$ cat src/rtl/gate_model_pipe_bist.sv
// Pipelined mixing-network gate model with LFSR/MISR built-in self-test.
// Define GATE_MODEL_FAULT_EN to add stuck-at fault injection ports on the stage registers.
module gate_model_pipe_bist #(
  parameter int unsigned      N_IN      = 24,
  parameter int unsigned      N_OUT     = 10,
  parameter int unsigned      STAGES    = 4,
  parameter int unsigned      PATTERNS  = 256,
  parameter logic [N_IN-1:0]  LFSR_SEED = '1,
  parameter logic [N_OUT-1:0] MISR_TAPS = N_OUT'(10'h009)
) (
  input  logic                      clk,
  input  logic                      rst_n,
  input  logic [N_IN-1:0]           in_data,
  input  logic                      in_valid,
  input  logic                      hold,
`ifdef GATE_MODEL_FAULT_EN
  input  logic                      fault_en,
  input  logic [$clog2(STAGES):0]   fault_stage,
  input  logic [$clog2(N_IN)-1:0]   fault_bit,
  input  logic                      fault_val,
`endif
  output logic [N_OUT-1:0]          out_data,
  output logic                      out_valid,
  input  logic                      bist_start,
  output logic                      bist_busy,
  output logic                      bist_done,
  output logic [N_OUT-1:0]          bist_signature
);

  typedef enum logic [1:0] {
    S_IDLE,
    S_RUN,
    S_DRAIN,
    S_DONE
  } state_e;

  localparam logic [15:0]    PAT_LAST   = 16'(PATTERNS - 1);
  localparam logic [3:0]     DRAIN_LAST = 4'(STAGES - 1);
  // Words narrower than 8 bits have no N_IN-8 tap; bit 0 stands in for it.
  localparam int unsigned    TAP_D      = (N_IN >= 8) ? N_IN - 8 : 0;

  state_e             state_q, state_d;
  logic [N_IN-1:0]    pipe_q [STAGES];
  logic [N_IN-1:0]    pipe_d [STAGES];
  logic [STAGES-1:0]  vld_q, vld_d;
  logic [N_IN-1:0]    lfsr_q, lfsr_d, lfsr_next;
  logic [N_OUT-1:0]   misr_q, misr_d, misr_next;
  logic [15:0]        pat_cnt_q, pat_cnt_d;
  logic [3:0]         drain_cnt_q, drain_cnt_d;
  logic [N_IN-1:0]    s0_data;
  logic               s0_vld;
  logic               src_lfsr, src_ext;
  logic               start_fire;

  function automatic logic [N_IN-1:0] rotl(input logic [N_IN-1:0] w, input int unsigned k);
    return (w << k) | (w >> (N_IN - k));
  endfunction

  function automatic logic [N_IN-1:0] mix(input logic [N_IN-1:0] w, input int unsigned s);
    return rotl(w, 1) ^ (rotl(w, 2) & ~rotl(w, 5)) ^ N_IN'(s);
  endfunction

  function automatic logic [N_OUT-1:0] fold(input logic [N_IN-1:0] w);
    logic [N_OUT-1:0] r;
    r = '0;
    for (int unsigned j = 0; j < N_IN; j++) begin
      r[j % N_OUT] = r[j % N_OUT] ^ w[j];
    end
    return r;
  endfunction

  assign start_fire = bist_start && !hold && ((state_q == S_IDLE) || (state_q == S_DONE));

  // FSM state register
  always_ff @(posedge clk or negedge rst_n) begin
    if (!rst_n) begin
      state_q <= S_IDLE;
    end else if (!hold) begin
      state_q <= state_d;
    end
  end

  // FSM next state
  always_comb begin
    state_d = state_q;
    unique case (state_q)
      S_IDLE:  if (start_fire) state_d = S_RUN;
      S_RUN:   if (pat_cnt_q == PAT_LAST) state_d = S_DRAIN;
      S_DRAIN: if (drain_cnt_q == DRAIN_LAST) state_d = S_DONE;
      S_DONE: begin
        if (start_fire)    state_d = S_RUN;
        else if (in_valid) state_d = S_IDLE;
      end
      default: state_d = S_IDLE;
    endcase
  end

  // FSM outputs and stage-0 source select
  always_comb begin
    bist_busy = 1'b0;
    bist_done = 1'b0;
    src_lfsr  = 1'b0;
    src_ext   = 1'b0;
    unique case (state_q)
      S_IDLE:  src_ext = 1'b1;
      S_RUN: begin
        bist_busy = 1'b1;
        src_lfsr  = 1'b1;
      end
      S_DRAIN: bist_busy = 1'b1;
      S_DONE: begin
        bist_done = 1'b1;
        src_ext   = 1'b1;
      end
      default: ;
    endcase
  end

  // Mixing network: each stage register holds the mix of the previous one
  always_comb begin
    s0_data = '0;
    s0_vld  = 1'b0;
    if (src_lfsr) begin
      s0_data = lfsr_q;
      s0_vld  = 1'b1;
    end else if (src_ext) begin
      s0_data = in_data;
      s0_vld  = in_valid;
    end

    pipe_d[0] = mix(s0_data, 0);
    vld_d[0]  = s0_vld;
    for (int unsigned s = 1; s < STAGES; s++) begin
      pipe_d[s] = mix(pipe_q[s-1], s);
      vld_d[s]  = vld_q[s-1];
    end

`ifdef GATE_MODEL_FAULT_EN
    if (fault_en) begin
      for (int unsigned s = 0; s < STAGES; s++) begin
        if ((32'(fault_stage) == s) && (32'(fault_bit) < N_IN)) begin
          pipe_d[s][fault_bit] = fault_val;
        end
      end
    end
`endif

    // A BIST start flushes anything in flight so the signature sees only patterns.
    if (start_fire) vld_d = '0;
  end

  assign lfsr_next = {lfsr_q[N_IN-2:0],
                      lfsr_q[N_IN-1] ^ lfsr_q[N_IN-2] ^ lfsr_q[N_IN-3] ^ lfsr_q[TAP_D]};
  assign misr_next = {misr_q[N_OUT-2:0], misr_q[N_OUT-1]}
                   ^ (misr_q[N_OUT-1] ? MISR_TAPS : '0)
                   ^ out_data;

  always_comb begin
    lfsr_d      = lfsr_q;
    misr_d      = misr_q;
    pat_cnt_d   = pat_cnt_q;
    drain_cnt_d = drain_cnt_q;
    if (start_fire) begin
      lfsr_d    = LFSR_SEED;
      misr_d    = '0;
      pat_cnt_d = '0;
    end else begin
      if (src_lfsr) begin
        lfsr_d      = lfsr_next;
        drain_cnt_d = '0;
        if (pat_cnt_q != '1) pat_cnt_d = pat_cnt_q + 16'd1;
      end
      if (state_q == S_DRAIN) drain_cnt_d = drain_cnt_q + 4'd1;
      if (bist_busy && out_valid) misr_d = misr_next;
    end
  end

  always_ff @(posedge clk or negedge rst_n) begin
    if (!rst_n) begin
      pipe_q      <= '{default: '0};
      vld_q       <= '0;
      lfsr_q      <= LFSR_SEED;
      misr_q      <= '0;
      pat_cnt_q   <= '0;
      drain_cnt_q <= '0;
    end else if (!hold) begin
      pipe_q      <= pipe_d;
      vld_q       <= vld_d;
      lfsr_q      <= lfsr_d;
      misr_q      <= misr_d;
      pat_cnt_q   <= pat_cnt_d;
      drain_cnt_q <= drain_cnt_d;
    end
  end

  assign out_data       = fold(pipe_q[STAGES-1]);
  assign out_valid      = vld_q[STAGES-1];
  assign bist_signature = misr_q;

endmodule

$ cat config.mk
export PLATFORM = sky130hd
export DESIGN_NAME = gate_model_pipe_bist
export DESIGN_NICKNAME = d
export VERILOG_FILES = /design/src/rtl/gate_model_pipe_bist.sv
export SDC_FILE = /design/constraint.sdc
export NUM_CORES = 1
export LEC_CHECK = 0
export CELL_PAD_IN_SITES_DETAIL_PLACEMENT = 1
export CELL_PAD_IN_SITES_GLOBAL_PLACEMENT = 1
export CORE_ASPECT_RATIO = 0.6
export CORE_MARGIN = 4
export CORE_UTILIZATION = 35
export CTS_CLUSTER_DIAMETER = 80
export DETAILED_ROUTE_END_ITERATION = 8
export DONT_BUFFER_PORTS = 1
export GPL_TIMING_DRIVEN = 0
export PLACE_DENSITY_LB_ADDON = 0.1
export RECOVER_POWER = 50
export SETUP_SLACK_MARGIN = 0.05
export SLEW_MARGIN = 20
export SYNTH_ARGS = -nofsm -noshare
export SYNTH_HDL_FRONTEND = slang
export SYNTH_SLANG_ARGS = --single-unit
$ cat constraint.sdc
create_clock -name clk -period 3.65 [get_ports clk]
set_input_delay 0.1825 -clock clk [delete_from_list [all_inputs] [get_ports clk]]
set_output_delay 0.1825 -clock clk [all_outputs]
set_load 0.005 [all_outputs]
Yosys cells after proc, flatten, opt, wreduce, memory -nomap -nowiden:

Cells that the tools add are included.

* flip-flop bits (word level): 156
* input port bits: 29
* output and inout port bits: 23
* word-level logic and storage cells: 112

* $add $sub $neg: 2
* equality and inequality tests: 10
* multiplexer cells: 25
* bitwise logic cells: 48
* reductions and logical operators: 17

Operators by type and width (count)
* $and A24 B24 Y24: 4
* $mux W24: 4
* $not A24 Y24: 4
* $or A24 B1 Y24: 4
* $or A24 B2 Y24: 4
* $or A24 B5 Y24: 4
* $xor A24 B24 Y24: 4
* $mux W16: 3
* $mux W10: 2
* $xor A1 B1 Y1: 17
* $add A16 B1 Y16 const B: 1
* $eq A16 B8 Y1 const B: 1
* $mux W4: 4
* $ne A16 B16 Y1 const B: 1
* $mux W2: 5
* $xor A10 B10 Y10: 1
* $xor A10 B4 Y10: 1
* $pmux W2 S4: 1
* $reduce_bool A2 Y1: 4
* $mux W1: 6
* $ne A2 B2 Y1 const B: 3
* $reduce_and A3 Y1: 2
* $reduce_and A5 Y1: 1
* $add A4 B1 Y4 const B: 1
* other kinds (12): 20

Depth between registers and ports, before layout:

Gate-level depths: netlist of the first run.

* depth after elaboration: 9
* depth in mapped cells: 8
* gate-level depth less buffers: 6

Least setup slack after synthesis of the first run:

OpenSTA, ideal clock, no wires.

* path type: reg2reg
* start: register state_q[0]
* end: register pipe_q[92] (netlist name)
* setup time: 133 ps
* arrival time: 1966 ps
* data required time: 3517 ps
* slack: 1551 ps
* cell stages (with the launch flop): 8
* buffers on the path: 1
* period minus slack after synthesis: 2099 ps
* cell sequence: dfrtp_1 > inv_1 > ha_1 > clkbuf_1 > or3b_2 > a211oi_1 > xor2_1 > o21ai_0

* word-level cells in the longest chain between the ends: 9
* elaborated cells between the ends (all ways): 14
* those cells by class: eq/ne (2); mux (4); bitwise (6); reduce/logical (2)

RTL lines
* from (decl): RTL line 42 `state_e state_q, state_d;`
* from (signal assigned): RTL line 79 `state_q <= state_d;`
* $eq A2 B2 Y1 or $logic_not A2 Y1 (tied branches): RTL line 104 `unique case (state_q)`
* $reduce_or A2 Y1 (no line)
* $mux W1: RTL line 104
* $mux W24: RTL line 126 `end else if (src_ext) begin`
* $mux W24 (*): RTL line 123 `if (src_lfsr) begin`
* $or A24 B5 Y24: RTL line 56 `return (w << k) | (w >> (N_IN - k));`
* $not A24 Y24: RTL line 60 `return rotl(w, 1) ^ (rotl(w, 2) & ~rotl(w, 5)) ^ N_IN'(s);`
* $and A24 B24 Y24: RTL line 60
* $xor A24 B24 Y24 (*): RTL line 60
* to (signal assigned): RTL line 187 `pipe_q <= pipe_d;`
* to (decl): RTL line 43 `logic [N_IN-1:0] pipe_q [STAGES];`

Every way passes the cells marked *; elsewhere a longest branch is shown, timed or not.
A chain may end at the register's enable or synchronous reset.

Final worst setup path of the first run:

* start: register state_q[0]
* end: register pipe_q[88] (netlist name)

Same word-level chain as after synthesis.

==> results of run 1 <==
-- worst reg2reg max path, cell delays in order, from the launching register on --
cell	delay, ps
dfrtp_1	380
inv_1	100
ha_1	480
clkbuf_1	590
buf_1	480
nor3b_1	210
a211oi_1	310
xor2_1	190
o21ai_0	90
-- kinds of logic after synthesis --
family | count (synthesis)
xor gates and xnor gates | 123
buffers and inverters | 49
DFF | 156
AOI/OAI and AO/OA | 211
and+or+nand+nor | 315
adders and majority gates | 6
muxes | 2
-- state kept, by name, indices dropped and copies added (netlist names) --
signal and cells:
state_q 2, drain_cnt_q 4, lfsr_q 24, pat_cnt_q 16, bist_signature 10, vld_q 4, pipe_q 96
-- routing by layer --
metal / share of wire / vias to the layer above / track usage
li1: - / 3002 / -
met1: 0.54 / 3286 / 0.301
met2: 0.39 / 115 / 0.259
met3: 0.051 / 25 / 0.0498
met4: 0.0095 / 2 / 0.0447
met5: 0.00053 / - / 0
-- through the flow --
stage / power, mW / cells / setup slack, ps
floorplan: 4.57 / 862 / 1550
global placement: 5.20 / 1177 / 728
detailed placement: 5.28 / 1177 / 698
CTS: 7.39 / 1209 / 660
global route: 7.80 / 1209 / 433
finish: 7.31 / 1209 / 676
-- path summary, 6_finish.rpt --
path / to / slack [ps] / start
worst max-delay path: pipe_q[88] / 680 / state_q[0]
worst min-delay path: pipe_q[74] / -530 / rst_n
worst max register to register: pipe_q[88] / 680 / state_q[0]
worst min register to register: vld_q[0] / 490 / vld_q[0]
max in group asynchronous: lfsr_q[14] / 3820 / rst_n
min in group clk: state_q[0] / 60 / bist_start
-- final cells by class --
cell class / count / area share
Tap cell: 315 / 0.0419
Inverter: 6 / 0.00239
Sequential cell: 156 / 0.418
Clock inverter: 14 / 0.0256
Multi-Input combinational cell: 657 / 0.447
Buffer: 43 / 0.0186
Clock buffer: 18 / 0.0466
-- cell usage after synthesis (2+ instances only) --
cell type    n
nor2_1      23
a211oi_1    13
or3_1        2
or4_1        3
buf_1        2
mux2_2       2
nor2b_1     73
a21o_1       4
nand3_1      5
a21oi_1      5
nand4_1      5
nand2b_1    10
o22a_1      23
xnor2_1     95
nor4_1       6
buf_2        5
dfrtp_1    132
nor3b_1     13
xor2_1      28
or3b_2      14
o21ai_0    112
nand2_1    128
dfstp_2     24
ha_1         6
clkbuf_1    35
a22o_1      17
inv_1        6
nor3_1       5
o211ai_1    18
and2_1      24
o2111ai_1    2
a211o_1      4
-- where the power goes --
part | leakage, nW | internal, mW | switching, mW
registers | 1.87 | 2.36 | 0.761
logic | 1.55 | 1.10 | 1.00
clock network | 0.330 | 1.30 | 0.781
total | 3.75 | 4.76 | 2.55
==> impl_metrics.ini, run 1 <==
[routing]
vias = 6430
ant_nets = 0
drcViolationCount = 0
drt-total-wl_um = 24500
wire_per_inst_um = 20.3
drt-pass1-iter-count = 5
drtIter0Drc = 363
routed_via_density = 5.32

[layout]
final_nets = 916
filler_cell_count = 2633
fin_util = 0.405
multi_input_area_mm2 = 0.00421
diodes = 0
seqCellArea_mm2 = 0.00393
layout_commonest_cell = dfrtp_1
postLayoutCellArea_mm2 = 0.00942
syn_to_final_growth_pct = 12.9
final_cell_mix = dfrtp_1, nand2_1, o21ai_0
drive_gt1_frac = 0.0940

[floorplan]
die-area_mm2 = 0.0264
ios = 52
start_util = 0.359
die_h_um = 128
coreArea_mm2 = 0.0232
die_x_um = 207
row_count = 43

[clocking]
cts_num_sinks = 156
cts_setup_buffers = 0
numCtsBuffers = 17
cts_resized = 0
h-tree-depth = 4
cts_tree = built
clock-root-buffer = clkbuf_16
clock_insertion_delay_worst_skew_ps = 440
path_clk_slew_ps = 60
clock_path_buffers = 2

[sta]
finalHoldViolations = 156
slew_headroom = 0.454
fmax_ghz = 0.336
period_minus_slack_ps = 2970
setup_viol = 0
fin_setup_tns_ps = 0
fin_crit_sh = 0.815
rsz0062_at_grt = no
slew_violations = 0
finalClockSkew_ps = 10.5
fin_hold_ws_ps = -531
worstMarginPinSlew_ps = 816

[setup_path]
cp.arrival_ps = 3280
crit_family = buffers and inverters
path_cells = inv_1 > ha_1 > clkbuf_1 > buf_1 > nor3b_1 > a211oi_1 > xor2_1 > o21ai_0
cp_slowest_cell = clkbuf_1
start_kind = flop
crit_cells = 8
slowest_delay_ps = 590
crit_fanout = 10
crit_type = reg -> reg
rr_worst_depth = 8
critPathBufInv = 3
required_ps = 3960
critPathCaptureType = flop

[synth]
synthCells = 862
synth-adder-area-share = 0.00900
synth_fp_nets = 897
synth-seq-cells = 156
yosysTopAreaCell = dfrtp_1
synth_top_area_share = 0.396
synth_warnings = 0
synth_mux_area_frac = 0.00270
synth_xor_area_frac = 0.129
ys_seq_area_frac = 0.472
yosys-top-cells-area = dfrtp_1, xnor2_1, dfstp_2, o21ai_0, nand2_1
avgSynthCellArea_um2 = 9.68
synth_top_family_by_area = simple AND/OR/NAND/NOR gates
yosys.area_share.simple = 0.198
synth_area_mm2 = 0.00834
synth_edf_count = 0
async_flop_share = 1.00
synth_compound_area_frac = 0.166
ys_types = 50
synth_ff_type = dfrtp_1

[grt]
grt_pass1_vias = 6656
grt_pass1_wl_um = 39600
grt_max_degree = 157
antenna_found_initial = 1
track_usage = 0.191
grt_overflow = 0

[placement]
dp_hpwl_um = 18400
portBuffers = 0
routabilityCongestion = 0.908
placed_area_mm2 = 0.00874

[run_status]
status = finished, violations left
violations = negative hold slack

[run]
drv_cap = 0

[pwr]
peakVddDrop_uv = 355
p_per_area_mw_per_mm2 = 776
leakage_nw = 3.75

[min_path]
hold_class = in -> async
Power figures use the tool's default switching activity.
==> inputs of run 2 (changes only) <==
- clock period: 3.65 -> 2.91 ns (I/O delays scaled with it)
==> run 2 against run 1 <==
Total power is 25% higher. Register-to-register slack worse by 490 ps. Die area stayed put. Clock power is 25% higher. First-iteration DRC count is 5.5% higher. Final cell count hardly changed. Maximum frequency is 9.1% higher. Critical path depth stayed put. Count of clock-buffer cells in the layout stayed put. The run still ends with negative hold slack left. Cell area is 0.31% higher. Clock skew hardly changed. Largest power group unchanged. Highest routed layer unchanged.
==> impl_metrics.ini, run 2 (synthesis gave the netlist of run 1 again) <==
[layout]
fin_util = 0.406
largest_reg_flops = 96
diodes = 0
postLayoutCellArea_mm2 = 0.00945
syn_to_final_growth_pct = 13.2
drive_gt1_frac = 0.102
layout_commonest_cell = dfrtp_1
filler_cell_count = 2634
largest_register = pipe_q
final_cell_mix = dfrtp_1, nand2_1, o21ai_0
stdcell_count = 1210
final_nets = 917
largestRegisters = pipe_q (96), lfsr_q (24), pat_cnt_q (16)

[min_path]
hold_class = in -> async

[grt]
grt_pass1_wl_um = 39600
track_usage = 0.192
grt_max_degree = 157
grt_pass1_vias = 6667
grt_overflow = 0
antenna_found_initial = 1

[floorplan]
start_util = 0.359
coreArea_mm2 = 0.0232
die_h_um = 128
ios = 52
row_count = 43
die_x_um = 207
die-area_mm2 = 0.0264

[sta]
setup_viol = 0
period_minus_slack_ps = 2730
fin_setup_tns_ps = 0
fmax_ghz = 0.367
worst_slack_ps = 185
slew_headroom = 0.454
fin_hold_ws_ps = -579
finalHoldViolations = 156
slew_violations = 0
finalClockSkew_ps = 10.8
fin_crit_sh = 0.937
rsz0062_at_grt = yes
worstMarginPinSlew_ps = 816

[setup_path]
critPathCaptureType = flop
crit_cells = 8
crit_family = buffers and inverters
cp_slowest_cell = nor3b_1
critPathBufInv = 3
crit_top_cell = clkbuf_2
crit_fanout = 10
rr_worst_depth = 8
slowest_delay_ps = 580
required_ps = 3220
start_kind = flop
path_cells = inv_1 > ha_1 > clkbuf_2 > clkbuf_2 > nor3b_1 > o211ai_1 > xnor2_1 > o21ai_0
crit_type = reg -> reg
cp.arrival_ps = 3030

[routing]
drtIter0Drc = 383
vias = 6436
drt-pass1-iter-count = 5
routed_via_density = 5.32
wire_per_inst_um = 20.3
drcViolationCount = 0
ant_nets = 0
drt-total-wl_um = 24600

[clocking]
numCtsBuffers = 17
path_clk_slew_ps = 60
cts_tree = built
clock-root-buffer = clkbuf_16
hold_buffers = 1
h-tree-depth = 4
clock_insertion_delay_worst_skew_ps = 450
cts_setup_buffers = 0
clock_path_buffers = 2
cts_num_sinks = 156

[placement]
routabilityCongestion = 0.908
placed_area_mm2 = 0.00874
pre_cts_ws_ps = -41.9
portBuffers = 0
dp_cells = 1177
dp_hpwl_um = 18400

[run]
drv_cap = 0

[pwr]
peakVddDrop_uv = 447
p_total_mw = 9.17
p_per_area_mw_per_mm2 = 971
leakage_nw = 3.77

[run_status]
violations = negative hold slack
status = finished, violations left
run 2: final timing paths:
check,from,to,slack (ps)
worst max register to register,state_q[0],pipe_q[84],180
min in group clk,bist_start,state_q[0],60
worst max-delay path,state_q[0],pipe_q[84],180
worst min register to register,vld_q[0],vld_q[0],490
max in group asynchronous,rst_n,lfsr_q[10],3250
worst min-delay path,rst_n,pipe_q[85],-580
run 2: layer usage:
metal	wire length, µm	global-route usage
met1	13400	0.301
met4	211	0.0447
met2	9790	0.260
met3	1200	0.0501
met5	13	0
run 2: area by class of cell:
cell class | count | area (µm²) | share of cell area
well taps | 315 | 394 | 0.0417
inverters | 6 | 22.5 | 0.00238
flip-flops and latches | 156 | 3930 | 0.416
multi-input cells | 657 | 4220 | 0.447
repair buffers | 1 | 10.0 | 0.00106
plain buffers | 43 | 183 | 0.0193
clock inverters | 14 | 241 | 0.0256
clock buffers | 18 | 439 | 0.0465
run 2: power by group:
group | internal (mW) | switching (mW)
combinational | 1.38 | 1.26
sequential | 2.96 | 0.955
clock | 1.64 | 0.976
total | 5.97 | 3.19
run 2: repair_timing:
| action | 4_1_cts | 5_1_grt |
|---|---|---|
| hold endpoints to repair | 157 | 156 |
| endpoints found under the setup margin | 25 | 41 |
| pin swaps | 0 | 0 |
| resized for setup | 2 | 10 |
==> inputs of run 3 (changes only) <==
- MAX_ROUTING_LAYER: not set -> met4
- clock period: 2.91 -> 2.6 ns (I/O delays scaled with it)
==> run 3 against run 2 <==
The flow still finishes with violations (negative hold slack). Non-clock buffer count did not move. Worst setup slack worse by 45 ps. Register-to-register slack lost 40 ps. Wire length shrank 0.46%. Sequential cell count stayed put. Highest routed layer is now met4. Global-route usage is 0.40 points higher. First-iteration DRC count decreased by 8.6%. Clock skew is 3.1 ps lower.
==> impl_metrics.ini, run 3 (synthesis gave the netlist of run 1 again) <==
[pwr]
p_int_mw = 6.26
p_per_area_mw_per_mm2 = 1040
peakVddDrop_uv = 407
pwr-share-clk = 0.249
seq_power_share = 0.446
p_sw_mw = 3.52
leakage_nw = 3.72
switching_share = 0.360
combinationalPowerShare = 0.305

[sta]
slew_headroom = 0.466
period_minus_slack_ps = 2460
fin_crit_sh = 0.946
fin_hold_ws_ps = -587
setup_viol = 0
fmax_ghz = 0.406
finalHoldViolations = 156
finalClockSkew_ps = 7.70
fin_setup_tns_ps = 0
worstMarginPinSlew_ps = 801
rsz0062_at_grt = yes
worst_slack_ps = 140
slew_violations = 0

[setup_path]
cp_slowest_cell = or3b_2
cp.arrival_ps = 2760
critPathBufInv = 2
crit_cells = 7
path_cells = inv_1 > ha_2 > clkbuf_2 > or3b_2 > a211oi_2 > xor2_1 > o21ai_0
slowest_delay_ps = 570
crit_type = reg -> reg
critPathCaptureType = flop
crit_fanout = 10
crit_family = simple AND/OR/NAND/NOR gates
start_kind = flop
rr_worst_depth = 7
required_ps = 2900

[layout]
largest_reg_flops = 96
final_cell_mix = dfrtp_1, nand2_1, o21ai_0
filler_cell_count = 2654
seqCellArea_mm2 = 0.00393
layout_commonest_cell = dfrtp_1
drive_gt1_frac = 0.121
largest_register = pipe_q
fin_util = 0.404
syn_to_final_growth_pct = 12.7
largestRegisters = pipe_q (96), lfsr_q (24), pat_cnt_q (16)
final_nets = 917
multi_input_area_mm2 = 0.00428

[floorplan]
start_util = 0.359
ios = 52
row_count = 43
die-area_mm2 = 0.0264
die_x_um = 207
coreArea_mm2 = 0.0232
die_h_um = 128

[run_status]
status = finished, violations left
violations = negative hold slack

[routing]
wire_per_inst_um = 20.2
drt-total-wl_um = 24500
drt-pass1-iter-count = 5
drcViolationCount = 0
drtIter0Drc = 350
vias = 6420
routed_via_density = 5.30
ant_nets = 0

[grt]
antenna_found_initial = 2
grt_overflow = 0
grt_pass1_vias = 6760
track_usage = 0.196
grt_pass1_wl_um = 39600
grt_max_degree = 157

[placement]
dp_hpwl_um = 18400
routabilityCongestion = 0.912
portBuffers = 0
pre_cts_ws_ps = -344

[clocking]
cts_tree = built
hold_buffers = 1
numCtsBuffers = 17
clock-root-buffer = clkbuf_16
clock_insertion_delay_worst_skew_ps = 430
h-tree-depth = 4
clock_path_buffers = 2
cts_num_sinks = 156
path_clk_slew_ps = 70

[min_path]
hold_class = in -> async

[run]
drv_cap = 0
==> run 3: changes by cell type in the layout (fill, tap and decap cells not counted), sizes merged <==
cell | previous run | this run
inv | 7 | 6
clkinv | 6 | 4
diode | 0 | 2
clkinvlp | 1 | 6
buf | 7 | 8
bufinv | 6 | 2
==> run 3: final timing paths <==
| kind | slack (ps) | end | startpoint |
|---|---|---|---|
| min | -590 | pipe_q[80] | rst_n |
| max in group asynchronous | 2860 | lfsr_q[9] | rst_n |
| max reg2reg | 140 | pipe_q[86] | state_q[0] |
| min reg2reg | 490 | vld_q[0] | vld_q[0] |
| max | 140 | pipe_q[86] | state_q[0] |
| min in group clk | 50 | state_q[0] | bist_start |
==> run 3: area by class of cell <==
| type | count | share of cell area |
|---|---|---|
| antenna | 2 | 0.000532 |
| buffer | 43 | 0.0205 |
| clock buffer | 19 | 0.0461 |
| clock inverter | 12 | 0.0133 |
| inverter | 6 | 0.00240 |
| multi-input combinational | 657 | 0.456 |
| sequential | 156 | 0.418 |
| tap | 315 | 0.0419 |
| timing repair buffer | 1 | 0.00106 |
==> run 3: stage by stage <==
step	power (mW)	instances	area, µm²
final	9.79	1211	9400
after global routing	10.5	1211	9400
after CTS	9.90	1209	9340
after detailed placement	7.40	1177	8740
after global placement	7.30	1177	8740
after floorplan	6.42	862	8340
==> run 3: metal layers <==
metal  vias up  global-route usage  wire length, µm  part of all wire
met2       110               0.257             9630              0.39
met4         0              0.0389              206            0.0084
met5         -                   -                0                 0
met1      3280               0.306            13500              0.55
li1       3014                   -                -                 -
met3        16              0.0417             1140             0.047
==> run 3: worst reg2reg max path, cell delays in order, from the launching register on <==
cell and delay [ps]:
dfrtp_1 400, inv_1 140, ha_2 370, clkbuf_2 220, or3b_2 570, a211oi_2 300
xor2_1 210, o21ai_0 100
==> run 3: power groups by stage <==
stage / clock network [mW] / logic, mW / registers [mW]
finish: 2.44 / 2.98 / 4.36
global route: 2.62 / 3.37 / 4.51
CTS: 2.51 / 3.02 / 4.37
detailed placement: 0 / 2.99 / 4.41
global placement: 0 / 2.92 / 4.38
floorplan: 0 / 2.42 / 3.99
==> run 3: timing repair <==
item,in CTS,in global routing
resized for setup,15,17
buffers inserted,0,0
endpoints found under the hold margin,157,156
setup endpoints to repair,76,43
